<file path="config.mk">
export PLATFORM = sky130hd
export DESIGN_NAME = ms_open_ctrl
export DESIGN_NICKNAME = d
export VERILOG_FILES = /design/src/rtl/ms_open_ctrl.sv
export SDC_FILE = /design/constraint.sdc
export NUM_CORES = 1
export LEC_CHECK = 0
export CORE_MARGIN = 2
export CORE_UTILIZATION = 28
export DETAILED_ROUTE_END_ITERATION = 7
export PLACE_DENSITY_LB_ADDON = 0.12
export SYNTH_ARGS = -nofsm -noshare
export SYNTH_HDL_FRONTEND = slang
export SYNTH_SLANG_ARGS = --single-unit
</file>
<file path="constraint.sdc">
create_clock -name clk -period 2.3 [get_ports clk]
set_clock_uncertainty 0.1 [all_clocks]
set_input_delay 0.69 -clock clk [delete_from_list [all_inputs] [get_ports clk]]
set_output_delay 0.69 -clock clk [all_outputs]
set_load 0.02 [all_outputs]
</file>
<file path="src/rtl/ms_open_ctrl.sv">
`default_nettype none
// +----------------------------------------------------------------------------+
// | ms_open_ctrl: cursor-driven open/flag controller with zero-region flood    |
// | fill. Optional flood engine enabled by defining MS_FLOOD_EN.               |
// | Revision: 1.0                                                              |
// +----------------------------------------------------------------------------+
module ms_open_ctrl #(
   parameter int X_SIZE      = 16,
   parameter int Y_SIZE      = 16,
   parameter int X_BITS      = 4,
   parameter int Y_BITS      = 4,
   parameter int STACK_DEPTH = 256
) (
   input  logic                     clk,
   input  logic                     reset,
   input  logic                     board_ready,
   input  logic [X_BITS-1:0]        cur_x,
   input  logic [Y_BITS-1:0]        cur_y,
   input  logic                     open_req,
   input  logic                     flag_req,
   input  logic                     new_game,
   input  logic [X_BITS+Y_BITS-1:0] num_mines,
   input  logic [4:0]               board_cell,
   input  logic [1:0]               cover_cell,
   output logic [X_BITS-1:0]        x_coord,
   output logic [Y_BITS-1:0]        y_coord,
   output logic                     cover_open,
   output logic                     cover_flag,
   output logic                     busy,
   output logic                     game_over,
   output logic                     game_won,
   output logic [X_BITS+Y_BITS:0]   opened_cnt
);

   localparam int c_CNT_W = X_BITS + Y_BITS + 1;
   localparam int c_TOTAL = X_SIZE * Y_SIZE;

`ifdef MS_FLOOD_EN
   typedef enum logic [2:0] {
      IDLE = 3'd0, U_RD = 3'd1, U_CHK = 3'd2, LOST = 3'd3,
      WON  = 3'd4, POP  = 3'd5, N_RD  = 3'd6, N_CHK = 3'd7
   } state_t;
`else
   typedef enum logic [2:0] {
      IDLE = 3'd0, U_RD = 3'd1, U_CHK = 3'd2, LOST = 3'd3, WON = 3'd4
   } state_t;
`endif

   state_t               r_state, w_next;
   logic [X_BITS-1:0]    r_cx;
   logic [Y_BITS-1:0]    r_cy;
   logic                 r_flag_mode;
   logic [c_CNT_W-1:0]   r_cnt;
   logic                 r_over, r_won;
   logic                 w_latch, w_inc;
   logic [c_CNT_W-1:0]   w_target;

   assign w_target = c_CNT_W'(c_TOTAL) - {1'b0, num_mines};

`ifdef MS_FLOOD_EN
   localparam int c_SP_W = $clog2(STACK_DEPTH + 1);
   localparam int c_AW   = $clog2(STACK_DEPTH);

   logic [X_BITS+Y_BITS-1:0] r_stack [STACK_DEPTH];
   logic [c_SP_W-1:0]        r_sp, w_sp_m1;
   logic [2:0]               r_k;
   logic                     w_push, w_push_nb, w_pop, w_k_inc, w_push_ok;
   logic [X_BITS-1:0]        w_nb_x;
   logic [Y_BITS-1:0]        w_nb_y;
   logic                     w_nb_valid;
   logic [X_BITS+Y_BITS-1:0] w_push_data;

   assign w_sp_m1     = r_sp - c_SP_W'(1);
   assign w_push_ok   = w_push && (r_sp != c_SP_W'(STACK_DEPTH));
   assign w_push_data = w_push_nb ? {w_nb_y, w_nb_x} : {r_cy, r_cx};

   // Neighbour k order: row above (k=0..2), same row (3,4), row below (5..7).
   always_comb begin
      w_nb_x     = r_cx;
      w_nb_y     = r_cy;
      w_nb_valid = 1'b1;
      case (r_k)
         3'd0, 3'd3, 3'd5: begin
            w_nb_x = r_cx - X_BITS'(1);
            if (r_cx == '0) w_nb_valid = 1'b0;
         end
         3'd2, 3'd4, 3'd7: begin
            w_nb_x = r_cx + X_BITS'(1);
            if (r_cx == X_BITS'(X_SIZE - 1)) w_nb_valid = 1'b0;
         end
         default: ;
      endcase
      case (r_k)
         3'd0, 3'd1, 3'd2: begin
            w_nb_y = r_cy - Y_BITS'(1);
            if (r_cy == '0) w_nb_valid = 1'b0;
         end
         3'd5, 3'd6, 3'd7: begin
            w_nb_y = r_cy + Y_BITS'(1);
            if (r_cy == Y_BITS'(Y_SIZE - 1)) w_nb_valid = 1'b0;
         end
         default: ;
      endcase
   end
`else
   logic w_unused_count;
   assign w_unused_count = |board_cell[3:0];
`endif

   always_comb begin
      w_next     = r_state;
      cover_open = 1'b0;
      cover_flag = 1'b0;
      w_inc      = 1'b0;
      w_latch    = 1'b0;
`ifdef MS_FLOOD_EN
      w_push     = 1'b0;
      w_push_nb  = 1'b0;
      w_pop      = 1'b0;
      w_k_inc    = 1'b0;
`endif
      case (r_state)
         IDLE: begin
            if (board_ready && (open_req || flag_req)) begin
               w_latch = 1'b1;
               w_next  = U_RD;
            end
         end
         U_RD: w_next = U_CHK;
         U_CHK: begin
            w_next = IDLE;
            if (!cover_cell[0]) begin
               if (r_flag_mode) begin
                  cover_flag = 1'b1;
               end else if (!cover_cell[1]) begin
                  cover_open = 1'b1;
                  if (board_cell[4]) begin
                     w_next = LOST;
                  end else begin
                     w_inc = 1'b1;
`ifdef MS_FLOOD_EN
                     if (board_cell[3:0] == 4'd0) begin
                        w_push = 1'b1;
                        w_next = POP;
                     end
`endif
                  end
               end
            end
         end
`ifdef MS_FLOOD_EN
         POP: begin
            if (r_sp == '0) begin
               w_next = IDLE;
            end else begin
               w_pop  = 1'b1;
               w_next = N_RD;
            end
         end
         N_RD: begin
            // Off-board neighbours are skipped without a read cycle.
            if (w_nb_valid)         w_next  = N_CHK;
            else if (r_k == 3'd7)   w_next  = POP;
            else                    w_k_inc = 1'b1;
         end
         N_CHK: begin
            if (!cover_cell[0] && !cover_cell[1] && !board_cell[4]) begin
               cover_open = 1'b1;
               w_inc      = 1'b1;
               if (board_cell[3:0] == 4'd0) begin
                  w_push    = 1'b1;
                  w_push_nb = 1'b1;
               end
            end
            if (r_k == 3'd7) begin
               w_next = POP;
            end else begin
               w_k_inc = 1'b1;
               w_next  = N_RD;
            end
         end
`endif
         LOST, WON: ;
         default: w_next = IDLE;
      endcase

      if (new_game) begin
         w_next     = IDLE;
         w_latch    = 1'b0;
         w_inc      = 1'b0;
         cover_open = 1'b0;
         cover_flag = 1'b0;
`ifdef MS_FLOOD_EN
         w_push     = 1'b0;
         w_pop      = 1'b0;
`endif
      end else if (w_next != LOST && r_state != LOST && r_state != WON &&
                   r_cnt == w_target) begin
         w_next = WON;
      end
   end

   always_ff @(posedge clk or negedge reset) begin
      if (!reset) begin
         r_state     <= IDLE;
         r_cx        <= '0;
         r_cy        <= '0;
         r_flag_mode <= 1'b0;
         r_cnt       <= '0;
         r_over      <= 1'b0;
         r_won       <= 1'b0;
      end else begin
         r_state <= w_next;
         if (w_latch) begin
            r_cx        <= cur_x;
            r_cy        <= cur_y;
            r_flag_mode <= !open_req;
         end
`ifdef MS_FLOOD_EN
         else if (w_pop) begin
            {r_cy, r_cx} <= r_stack[w_sp_m1[c_AW-1:0]];
         end
`endif
         if (new_game) begin
            r_cnt  <= '0;
            r_over <= 1'b0;
            r_won  <= 1'b0;
         end else begin
            if (w_inc)          r_cnt  <= r_cnt + c_CNT_W'(1);
            if (w_next == LOST) r_over <= 1'b1;
            if (w_next == WON)  r_won  <= 1'b1;
         end
      end
   end

`ifdef MS_FLOOD_EN
   always_ff @(posedge clk or negedge reset) begin
      if (!reset) begin
         r_sp <= '0;
         r_k  <= '0;
      end else if (new_game) begin
         r_sp <= '0;
      end else begin
         if (w_pop)          r_sp <= w_sp_m1;
         else if (w_push_ok) r_sp <= r_sp + c_SP_W'(1);
         if (w_pop)          r_k  <= '0;
         else if (w_k_inc)   r_k  <= r_k + 3'd1;
      end
   end

   always_ff @(posedge clk) begin
      if (w_push_ok) r_stack[r_sp[c_AW-1:0]] <= w_push_data;
   end
`endif

   always_comb begin
      x_coord = cur_x;
      y_coord = cur_y;
      case (r_state)
         U_RD, U_CHK: begin
            x_coord = r_cx;
            y_coord = r_cy;
         end
`ifdef MS_FLOOD_EN
         N_RD, N_CHK: begin
            x_coord = w_nb_valid ? w_nb_x : r_cx;
            y_coord = w_nb_valid ? w_nb_y : r_cy;
         end
`endif
         default: ;
      endcase
   end

   assign busy       = (r_state != IDLE) && (r_state != LOST) && (r_state != WON);
   assign game_over  = r_over;
   assign game_won   = r_won;
   assign opened_cnt = r_cnt;

endmodule
`default_nettype wire

</file>
Word level (Yosys, flattened, before mapping):

Index checks and enable logic that the tools add are counted.

* flip-flop bits (word level): 23
* input bits: 29
* output and inout bits: 22
* logic and storage cells: 68

* add/sub/neg operators: 2
* eq/ne operators: 10
* muxes and demuxes: 34
* reduce and logical (&&, ||, !) cells: 15

Operators by type and width (number)
* $mux 1: 22
* $mux 9: 2
* $pmux 3 s4: 1
* $add 9x1->9 const B: 1
* $eq 3x2->1 const B: 3
* $eq 9x9->1: 1
* $mux 3: 3
* $sub 9x8->9 const A: 1
* $mux 2: 4
* $mux 4: 2
* $eq 3x3->1 const B: 2
* $logic_and 1x1->1: 6
* $ne 3x2->1 const B: 2
* $reduce_bool 2->1: 3
* $reduce_or 2->1: 2
* $eq 3x1->1 const B: 1
* $logic_not 3->1: 1
* $ne 3x3->1 const B: 1
* $reduce_bool 3->1: 1
* $logic_not 1->1: 1
* $logic_or 1x1->1: 1

Logic depth before layout (Yosys ltp):

Gate-level depths: netlist (run 1).

* depth in word-level cells: 14
* gate-level depth with buffers: 7
* mapped depth without buffers: 7

Worst setup path before layout (run 1):

OpenSTA, ideal clock, no wires.

* path type: input to output
* from: in cover_cell[0]
* to: out cover_open
* data arrival time: 1.893 ns
* required time: 1.510 ns
* slack: -0.383 ns
* cell stages on the path: 2
* buffers on the path: 0
* cells stage by stage: or4b_1 -> nor4_1

* longest elaborated chain between the ends: 3

Ends and longest elaborated chain
* start: declaration: line 24 `input logic [1:0] cover_cell,`
* $mux 1: line 132 `if (!cover_cell[0]) begin`
* $mux 1: line 122 `case (r_state)`
* $mux 1: line 187 `if (new_game) begin`
* end: declaration: line 27 `output logic cover_open,`

No other way between the ends.

Worst setup path in the final report (run 1):

* from: in cover_cell[0]
* to: out cover_flag

* longest elaborated chain between the ends: 3

Ends and longest elaborated chain
* $mux 1: line 132
* $mux 1: line 122
* $mux 1: line 187
* end: declaration: line 28 `output logic cover_flag,`

No other way between the ends.

==> results.sh, run 1 <==
export IMPL_yosys_area_share_simple_pct=21.1
export IMPL_regToRegSetupSlack_ps=150
export IMPL_critical_path_slowest_cell="or4b_4"
export IMPL_track_usage_pct=15.0
export IMPL_required_ps=1510
export IMPL_synth_top_family_by_area="simple AND/OR/NAND/NOR gates"
export IMPL_clkSinkCount=23
export IMPL_synth_ff_type="dfrtp_1"
export IMPL_drive_above_1_share_pct=43.5
export IMPL_crit_start="cover_cell[0]"
export IMPL_cts_tree="done"
export IMPL_initial_core_util_pct=29.6
export IMPL_fill_cells=493
export IMPL_cp_slowest_stage_delay_ps=560
export IMPL_synth_cells=152
export IMPL_peakVddDrop_mv=0.247
export IMPL_via_count=1490
export IMPL_slew_violations=0
export IMPL_dr_first_iter_drc_count=52
export IMPL_fp_dieH_um=77.9
export IMPL_synth_xor_area_share_pct=8.59
export IMPL_power_density_nw_per_um2=424
export IMPL_cp_common_cell="buf_6"
export IMPL_rsz0062_at_grt="yes"
export IMPL_area_growth_pct=62.8
export IMPL_ys_seq_area_share_pct=37.6
export IMPL_syn_area_per_cell_um2=10.1
export IMPL_critPathKind="in2out"
export IMPL_multiInputGateArea_um2=1050
export IMPL_dieArea_um2=6070
export IMPL_via_per_inst=4.93
export IMPL_hp_start="r_cy[1]"
export IMPL_async_reset_ff_share_pct=100
export IMPL_htree_levels=1
export IMPL_drc_errors=0
export IMPL_crit_family="simple AND/OR/NAND/NOR gates"
export IMPL_hp_class="reg2reg"
export IMPL_diodes=0
export IMPL_dr_pass1_iters=4
export IMPL_violations="negative setup slack"
export IMPL_yosys_warnings=0
export IMPL_finalSetupViolations=10
export IMPL_cp_start_kind="primary input"
export IMPL_power_leakage_nw=1.06
export IMPL_syn_area_um2=1530
export IMPL_fin_ws_ps=-179
export IMPL_synth_cell_types=43
export IMPL_cp_data_arrival_time_ps=1690
export IMPL_crit_path_end_kind="output port"
export IMPL_cts_buffer_depth=2
export IMPL_holdBufCountCts=0
export IMPL_grt_pass1_vias=1556
export IMPL_worstPathCellList="buf_6 > or4b_4 > nor3b_4 > buf_6"
export IMPL_finalCriticalPeriod_ps=2480
export IMPL_syn_nets=183
export IMPL_post_drt_wl_per_cell_um=15.2
export IMPL_total_power_mw=1.06
export IMPL_crit_buf_inv=2
export IMPL_io_pins=51
export IMPL_nets=264
export IMPL_drtAntennaViolNets=0
export IMPL_dp_hpwl_mm=3.41
export IMPL_grt_ovfl_total=0
export IMPL_antenna_found_initial=0
export IMPL_seq_area_um2=577
export IMPL_grt_max_degree=24
export IMPL_tns_ps=-1210
export IMPL_maxCapViolations=0
export IMPL_clock_latency_ps=270
export IMPL_yosys_area_share_adder_pct=1.64
export IMPL_max_freq_mhz=403
export IMPL_rr_startpoint="r_state[0]"
export IMPL_die_x_um=77.9
export IMPL_cts_root_buf="clkbuf_8"
export IMPL_worstMarginPinSlew_ps=328
export IMPL_hold_viol=0
export IMPL_coreArea_um2=5170
export IMPL_core_rowCount=26
export IMPL_grt_pass1_wl_mm=7.25
export IMPL_period_share_pct=108
export IMPL_status="complete, but fails checks"
export IMPL_synth_seq_cells=23
export IMPL_drt_wl_total_mm=4.59
export IMPL_clk_pin_slew_ps=80
export IMPL_relSlewSlack_pct=77.9
export IMPL_globalplace_congestion=0.813
export IMPL_muxShareOfSynthArea_pct=12.4
export IMPL_io_buffers=46
export IMPL_critPathMaxFanout=3
export IMPL_synth_compound_area_share_pct=15.1
export IMPL_synth_edf_count=0
export IMPL_cts_buffers=3
## cell usage in the layout (no fill, tap or decap), types with 2 or more instances in the layout
master	n
buf_4	39
clkdlybuf4s50_1	26
dfrtp_1	22
nor2_1	16
mux2_2	13
xor2_1	8
buf_6	7
xnor2_1	6
o21ai_0	5
a21oi_1	5
nand2_1	5
inv_1	4
nand4_1	4
dlygate4sd2_1	4
buf_2	4
o211ai_1	3
nor4_4	3
and3_1	3
mux2_4	3
nor3_1	3
clkbuf_8	3
or3_4	2
o21ba_2	2
nand4b_1	2
a31o_2	2
a2111oi_4	2
a211oi_1	2
nor3_2	2
clkbuf_2	2
## worst paths after layout
check,endpoint,cells past startpoint
max,cover_flag,4
min,r_cy[1],1
max reg2reg,opened_cnt[3],7
min reg2reg,r_cy[1],1
max in group asynchronous,r_state[0],2
min in group asynchronous,game_won,2
## repair_timing
| item | in CTS | in global routing |
|---|---|---|
| resized for setup | 82 | 17 |
| buffers inserted | 5 | 3 |
| setup endpoints to repair | 24 | 18 |
| pin swaps | 11 | 8 |
## final cells by class
cell class              count  area share, %
clock buffers               3           1.66
multi-input cells         117           42.1
clock inverters             1          0.201
well taps                  70           3.52
inverters                   5          0.754
repair buffers             83           28.6
flip-flops and latches     23           23.2
## through the flow
step	setup slack, ps	instances	utilization (%)	area, um^2	hold WS (ps)
floorplan	-102	152	-	1590	294
global placement	-929	290	44.8	2320	386
detailed placement	-961	290	44.8	2320	401
CTS	-198	299	46.8	2420	421
global route	-267	302	48.1	2490	441
finish	-179	302	48.1	2490	416
## routing by layer
| metal | global-route usage [%] | up-vias | routed length (um) |
|---|---|---|---|
| li1 | - | 723 | - |
| met1 | 18.2 | 734 | 2010 |
| met2 | 27.1 | 29 | 2360 |
| met3 | 3.26 | 4 | 179 |
| met4 | 3.16 | 0 | 40 |
| met5 | 0 | - | 0 |
## where the power goes
group | internal, mW | total (mW) | switching (mW)
Clock | 0.121 | 0.254 | 0.134
Combinational | 0.187 | 0.331 | 0.144
Sequential | 0.443 | 0.471 | 0.0287
Total | 0.750 | 1.06 | 0.306
## cells in the mapped netlist, drive strengths merged, types with 2 or more instances
cell | n | area, um^2
nor3 | 5 | 30.0
o21ai | 5 | 25.0
o21ba | 2 | 20.0
a2111oi | 2 | 30.0
and3 | 4 | 25.0
or3 | 3 | 18.8
mux2 | 16 | 180
nor4 | 5 | 46.3
o31a | 2 | 18.8
nand2 | 5 | 18.8
dfrtp | 23 | 576
nand4b | 2 | 17.5
a21oi | 5 | 25.0
nand4 | 4 | 25.0
inv | 5 | 18.8
a211oi | 3 | 22.5
xor2 | 9 | 78.8
o211ai | 3 | 22.5
ha | 2 | 25.0
nor2 | 16 | 60.1
buf | 2 | 16.3
nor3b | 2 | 15.0
clkbuf | 5 | 18.8
and3b | 2 | 18.8
a31o | 2 | 17.5
xnor2 | 6 | 52.6
## flip-flops by register name, summed over array words and instances (netlist names)
signal / cells
r_cx: 4
game_over: 1
r_cy: 4
r_state: 3
game_won: 1
r_flag_mode: 1
opened_cnt: 9
## kinds of logic (layout without fill, tap and decap cells)
| family | after synthesis | in the layout |
|---|---|---|
| adders and majority gates | 2 | 2 |
| buffers and inverters | 12 | 92 |
| and+or+nand+nor | 53 | 53 |
| xor gates and xnor gates | 15 | 15 |
| DFF | 23 | 23 |
| muxes | 17 | 17 |
| AOI/OAI and AO/OA | 30 | 30 |
(Power assumes the default switching activity.)
==> run 2, diff against run 1 <==
Settings changed: CORE_UTILIZATION 28 to 30.
==> run 2 against run 1 <==
Compared with the run above: sequential share of layout area decreased by 0.28 points; the flow still finishes with violations (negative setup slack); flip-flop and latch count did not move; worst setup slack gained 14 ps; critical endpoint is now x_coord[1]; first-iteration DRC count down 52%; register-to-register slack about the same; core utilization rose by 4.2 points; global-route usage is 0.98 points higher; die area decreased by 6.3%.
==> results.sh, run 2 (synthesis gave the netlist of run 1 again) <==
export IMPL_clock_latency_ps=260
export IMPL_dp_cells=288
export IMPL_final_cell_count_no_fill=298
export IMPL_utilization_pct=52.3
export IMPL_peakVddDrop_mv=0.246
export IMPL_required_ps=1510
export IMPL_power_density_nw_per_um2=428
export IMPL_grt_ovfl_total=0
export IMPL_max_freq_mhz=406
export IMPL_cts_tree="done"
export IMPL_diodes=0
export IMPL_violations="negative setup slack"
export IMPL_post_drt_wl_per_cell_um=14.8
export IMPL_grt_pass1_wl_mm=6.93
export IMPL_final_cell_area_um2=2520
export IMPL_cp_start_kind="flop"
export IMPL_drt_wl_total_mm=4.42
export IMPL_dr_pass1_iters=2
export IMPL_coreArea_um2=4820
export IMPL_placedInstanceArea_um2=2320
export IMPL_via_per_inst=4.93
export IMPL_cts_root_buf="clkbuf_8"
export IMPL_grt_max_degree=24
export IMPL_track_usage_pct=16.0
export IMPL_crit_path_end_kind="output port"
export IMPL_initial_core_util_pct=31.7
export IMPL_antenna_found_initial=0
export IMPL_die_x_um=75.4
export IMPL_clkSinkCount=23
export IMPL_finalCriticalPeriod_ps=2470
export IMPL_grt_pass1_vias=1501
export IMPL_critPathKind="reg2out"
export IMPL_relSlewSlack_pct=71.8
export IMPL_via_count=1469
export IMPL_io_pins=51
export IMPL_drc_errors=0
export IMPL_tns_ps=-1090
export IMPL_hp_class="reg2reg"
export IMPL_period_share_pct=107
export IMPL_r2r_cells=7
export IMPL_mostFrequentLayoutCells="34 x buf_4, 26 x clkdlybuf4s50_1, 22 x dfrtp_1"
export IMPL_drive_above_1_share_pct=43.7
export IMPL_finalSetupViolations=10
export IMPL_slew_violations=0
export IMPL_hold_viol=0
export IMPL_drtAntennaViolNets=0
export IMPL_final_common_cell="buf_4"
export IMPL_rsz0062_at_grt="yes"
export IMPL_maxCapViolations=0
export IMPL_critPathMaxFanout=8
export IMPL_clk_pin_slew_ps=80
export IMPL_status="complete, but fails checks"
export IMPL_hold_ws_ps=412
export IMPL_fp_dieH_um=75.4
export IMPL_total_power_mw=1.08
export IMPL_dr_first_iter_drc_count=25
export IMPL_pre_cts_slack_ps=-961
export IMPL_power_leakage_nw=1.09
export IMPL_worstMarginPinSlew_ps=417
export IMPL_dieArea_um2=5680
export IMPL_dp_hpwl_mm=3.29
export IMPL_nets=263
export IMPL_globalplace_congestion=0.830
export IMPL_fin_ws_ps=-166
export IMPL_cp_data_arrival_time_ps=1680
export IMPL_holdPathStages=1
export IMPL_core_rowCount=25
export IMPL_largest_register_ff_count=9
export IMPL_cts_buffer_depth=2
export IMPL_htree_levels=1
export IMPL_cts_buffers=3
export IMPL_fill_cells=467
export IMPL_io_buffers=46
export IMPL_area_growth_pct=64.7
==> run 2: changes by cell type in the layout (fill, tap and decap cells not counted), sizes merged <==
cell,before,now
clkdlybuf4s15,0,1
buf,51,50
clkbuf,5,6
dlymetal6s2s,0,1
dlygate4sd2,4,1
==> run 2: final timing paths <==
kind / slack [ps] / start / end
min in group asynchronous: 670 / reset / game_won
max: -170 / r_state[0] / x_coord[1]
max reg2reg: 150 / r_state[0] / opened_cnt[5]
min: 410 / r_cx[3] / r_cx[3]
max in group asynchronous: 1180 / reset / r_state[0]
min reg2reg: 410 / r_cx[3] / r_cx[3]
==> run 2: area by class of cell <==
| type | count | area (um^2) | share of cell area, % |
|---|---|---|---|
| Sequential cell | 23 | 577 | 22.9 |
| Clock inverter | 1 | 5.00 | 0.199 |
| Multi-Input combinational cell | 117 | 1060 | 42.0 |
| Timing Repair Buffer | 82 | 736 | 29.2 |
| Inverter | 5 | 18.8 | 0.745 |
| Tap cell | 67 | 83.8 | 3.33 |
| Clock buffer | 3 | 41.3 | 1.64 |
==> run 2: worst max-delay path, stage by stage, from the launching register on <==
cell	delay, ps
dfrtp_2	450
xnor2_1	130
nor2_1	130
buf_6	170
buf_4	120
mux2_4	290
buf_6	130
==> run 2: per-layer routing <==
metal / GRT usage, % / vias up / share of wire [%]
met4: 4.87 / 0 / 1.0
met2: 27.4 / 20 / 52
li1: - / 723 / -
met1: 20.4 / 722 / 43
met5: 0 / - / 0
met3: 2.91 / 4 / 3.6
==> run 2: what timing repair did <==
action	CTS	global route
setup buffers	3	3
setup endpoints to repair	23	14
pin swaps	14	14
gates resized for setup	79	37
hold buffers	0	0
==> run 2: power by group <==
group / internal (mW) / switching, mW / leakage [nW] / total, mW
clock: 0.121 / 0.130 / 0.0255 / 0.251
combinational: 0.205 / 0.149 / 0.763 / 0.353
sequential: 0.443 / 0.0301 / 0.299 / 0.473
==> run 3, diff against run 2 <==
Settings changed: CAP_MARGIN set to 0, CTS_BUF_LIST set to sky130_fd_sc_hd__clkbuf_2.
==> run 3 against run 2 <==
Compared with the run above: the run still ends with negative setup slack left; sequential share of layout area rose by 0.27 points; die area did not move; fmax fell by 3.4%; register-to-register slack barely moved; core utilization rose by 0.18 points; final cell count rose by 1.3%; clock power fell by 35%; wire length fell by 0.29%; flip-flop and latch count did not move; critical path type unchanged; critical endpoint is now y_coord[3]; largest power group unchanged.
==> results.sh, run 3 (synthesis gave the netlist of run 1 again) <==
export IMPL_status="complete, but fails checks"
export IMPL_violations="negative setup slack"
export IMPL_power_leakage_nw=1.10
export IMPL_core_rowCount=25
export IMPL_p_sw_share_pct=30.3
export IMPL_maxCapViolations=0
export IMPL_antenna_found_initial=0
export IMPL_diodes=0
export IMPL_drt_wl_total_mm=4.41
export IMPL_initial_core_util_pct=31.7
export IMPL_required_ps=1510
export IMPL_clkSinkCount=23
export IMPL_grt_max_degree=24
export IMPL_cts_tree="done"
export IMPL_grt_pass1_wl_mm=7.05
export IMPL_total_power_mw=0.998
export IMPL_drtAntennaViolNets=0
export IMPL_drive_above_1_share_pct=45.5
export IMPL_dp_cells=288
export IMPL_utilization_pct=52.5
export IMPL_grt_pass1_vias=1476
export IMPL_die_x_um=75.4
export IMPL_dp_hpwl_mm=3.29
export IMPL_critPathKind="reg2out"
export IMPL_regToRegSetupSlack_ps=140
export IMPL_pre_cts_slack_ps=-961
export IMPL_dr_first_iter_drc_count=23
export IMPL_finalSetupViolations=10
export IMPL_cp_start_kind="flop"
export IMPL_globalplace_congestion=0.830
export IMPL_p_sw_mw=0.303
export IMPL_via_per_inst=4.89
export IMPL_period_share_pct=111
export IMPL_coreArea_um2=4820
export IMPL_power_frac_comb_pct=36.4
export IMPL_slew_violations=0
export IMPL_dr_pass1_iters=4
export IMPL_clk_pin_slew_ps=220
export IMPL_fin_ws_ps=-252
export IMPL_dieArea_um2=5680
export IMPL_relSlewSlack_pct=73.2
export IMPL_critPathMaxFanout=6
export IMPL_power_density_nw_per_um2=395
export IMPL_hp_class="reg2reg"
export IMPL_crit_path_end_kind="output port"
export IMPL_finalCriticalPeriod_ps=2550
export IMPL_final_common_cell="buf_4"
export IMPL_tns_ps=-2350
export IMPL_grt_ovfl_total=0
export IMPL_cts_buffers=3
export IMPL_fp_dieH_um=75.4
export IMPL_seq_area_um2=586
export IMPL_io_pins=51
export IMPL_via_count=1478
export IMPL_mostFrequentLayoutCells="33 x buf_4, 27 x clkdlybuf4s50_1, 17 x buf_6"
export IMPL_cp_data_arrival_time_ps=1760
export IMPL_post_drt_wl_per_cell_um=14.6
export IMPL_peakVddDrop_mv=0.233
export IMPL_p_clk_share_pct=16.2
export IMPL_rsz0062_at_grt="yes"
export IMPL_area_growth_pct=65.3
export IMPL_cts_root_buf="clkbuf_2"
export IMPL_final_cell_count_no_fill=302
export IMPL_fill_cells=472
export IMPL_largest_register_ff_count=9
export IMPL_worstMarginPinSlew_ps=396
export IMPL_max_freq_mhz=392
export IMPL_drc_errors=0
export IMPL_track_usage_pct=15.8
export IMPL_htree_levels=1
export IMPL_nets=267
export IMPL_cts_buffer_depth=2
export IMPL_sequentialPowerShare_pct=47.4
export IMPL_io_buffers=46
export IMPL_clock_latency_ps=330
export IMPL_multiInputGateArea_um2=1040
export IMPL_hold_viol=0
export IMPL_p_int_mw=0.696
run 3: changes by cell type in the layout (fill, tap and decap cells not counted), sizes merged:
cell           previous run  this run
buf                      50        52
clkbuf                    6         5
clkdlybuf4s15             1         3
clkdlybuf4s50            26        27
run 3: what timing repair did:
action / in CTS / in global routing
gates resized for setup: 81 / 33
pin swaps: 12 / 11
endpoints found under the setup margin: 19 / 20
buffers inserted: 5 / 5
hold buffers: 0 / 0
run 3: worst paths after layout:
| kind | start | to | cells after the start |
|---|---|---|---|
| min in group asynchronous | reset | game_won | 2 |
| max in group asynchronous | reset | opened_cnt[5] | 2 |
| worst min-delay path | r_cx[3] | r_cx[3] | 1 |
| worst min register to register | r_cx[3] | r_cx[3] | 1 |
| worst max register to register | r_state[0] | opened_cnt[5] | 7 |
| worst max-delay path | r_state[0] | y_coord[3] | 6 |
run 3: layout make-up:
| cell class | count | share of cell area, % |
|---|---|---|
| Inverter | 5 | 0.743 |
| Clock inverter | 1 | 0.198 |
| Sequential cell | 23 | 23.2 |
| Multi-Input combinational cell | 117 | 41.1 |
| Timing Repair Buffer | 86 | 30.9 |
| Tap cell | 67 | 3.32 |
| Clock buffer | 3 | 0.594 |
run 3: metrics by stage:
step,instance area [um^2],hold slack (ps)
after floorplan,1590,294
after global placement,2320,386
after detailed placement,2320,393
after CTS,2410,440
after global routing,2530,474
final,2530,441
run 3: layer usage:
metal  share of wire, %  GRT usage [%]  wire [um]  up-vias
met4               0.39           1.75         17        0
met3                4.1           2.91        181        2
met5                  0              0          0        -
met2                 51           27.8       2260       25
met1                 44           21.0       1950      722
li1                   -              -          -      729
run 3: power groups by stage:
stage | Sequential, mW | Combinational (mW) | Clock [mW]
2_1_floorplan | 0.469 | 0.165 | 0
3_3_place_gp | 0.475 | 0.301 | 0
3_5_place_dp | 0.479 | 0.308 | 0
4_1_cts | 0.471 | 0.325 | 0.172
5_1_grt | 0.479 | 0.393 | 0.193
6_report | 0.473 | 0.364 | 0.162
run 3: worst max-delay path, stage by stage (launching register included):
cell     delay [ps]
dfrtp_2         490
xnor2_1         130
nor2_1           80
buf_4           180
buf_6           120
mux2_4          300
buf_6           130
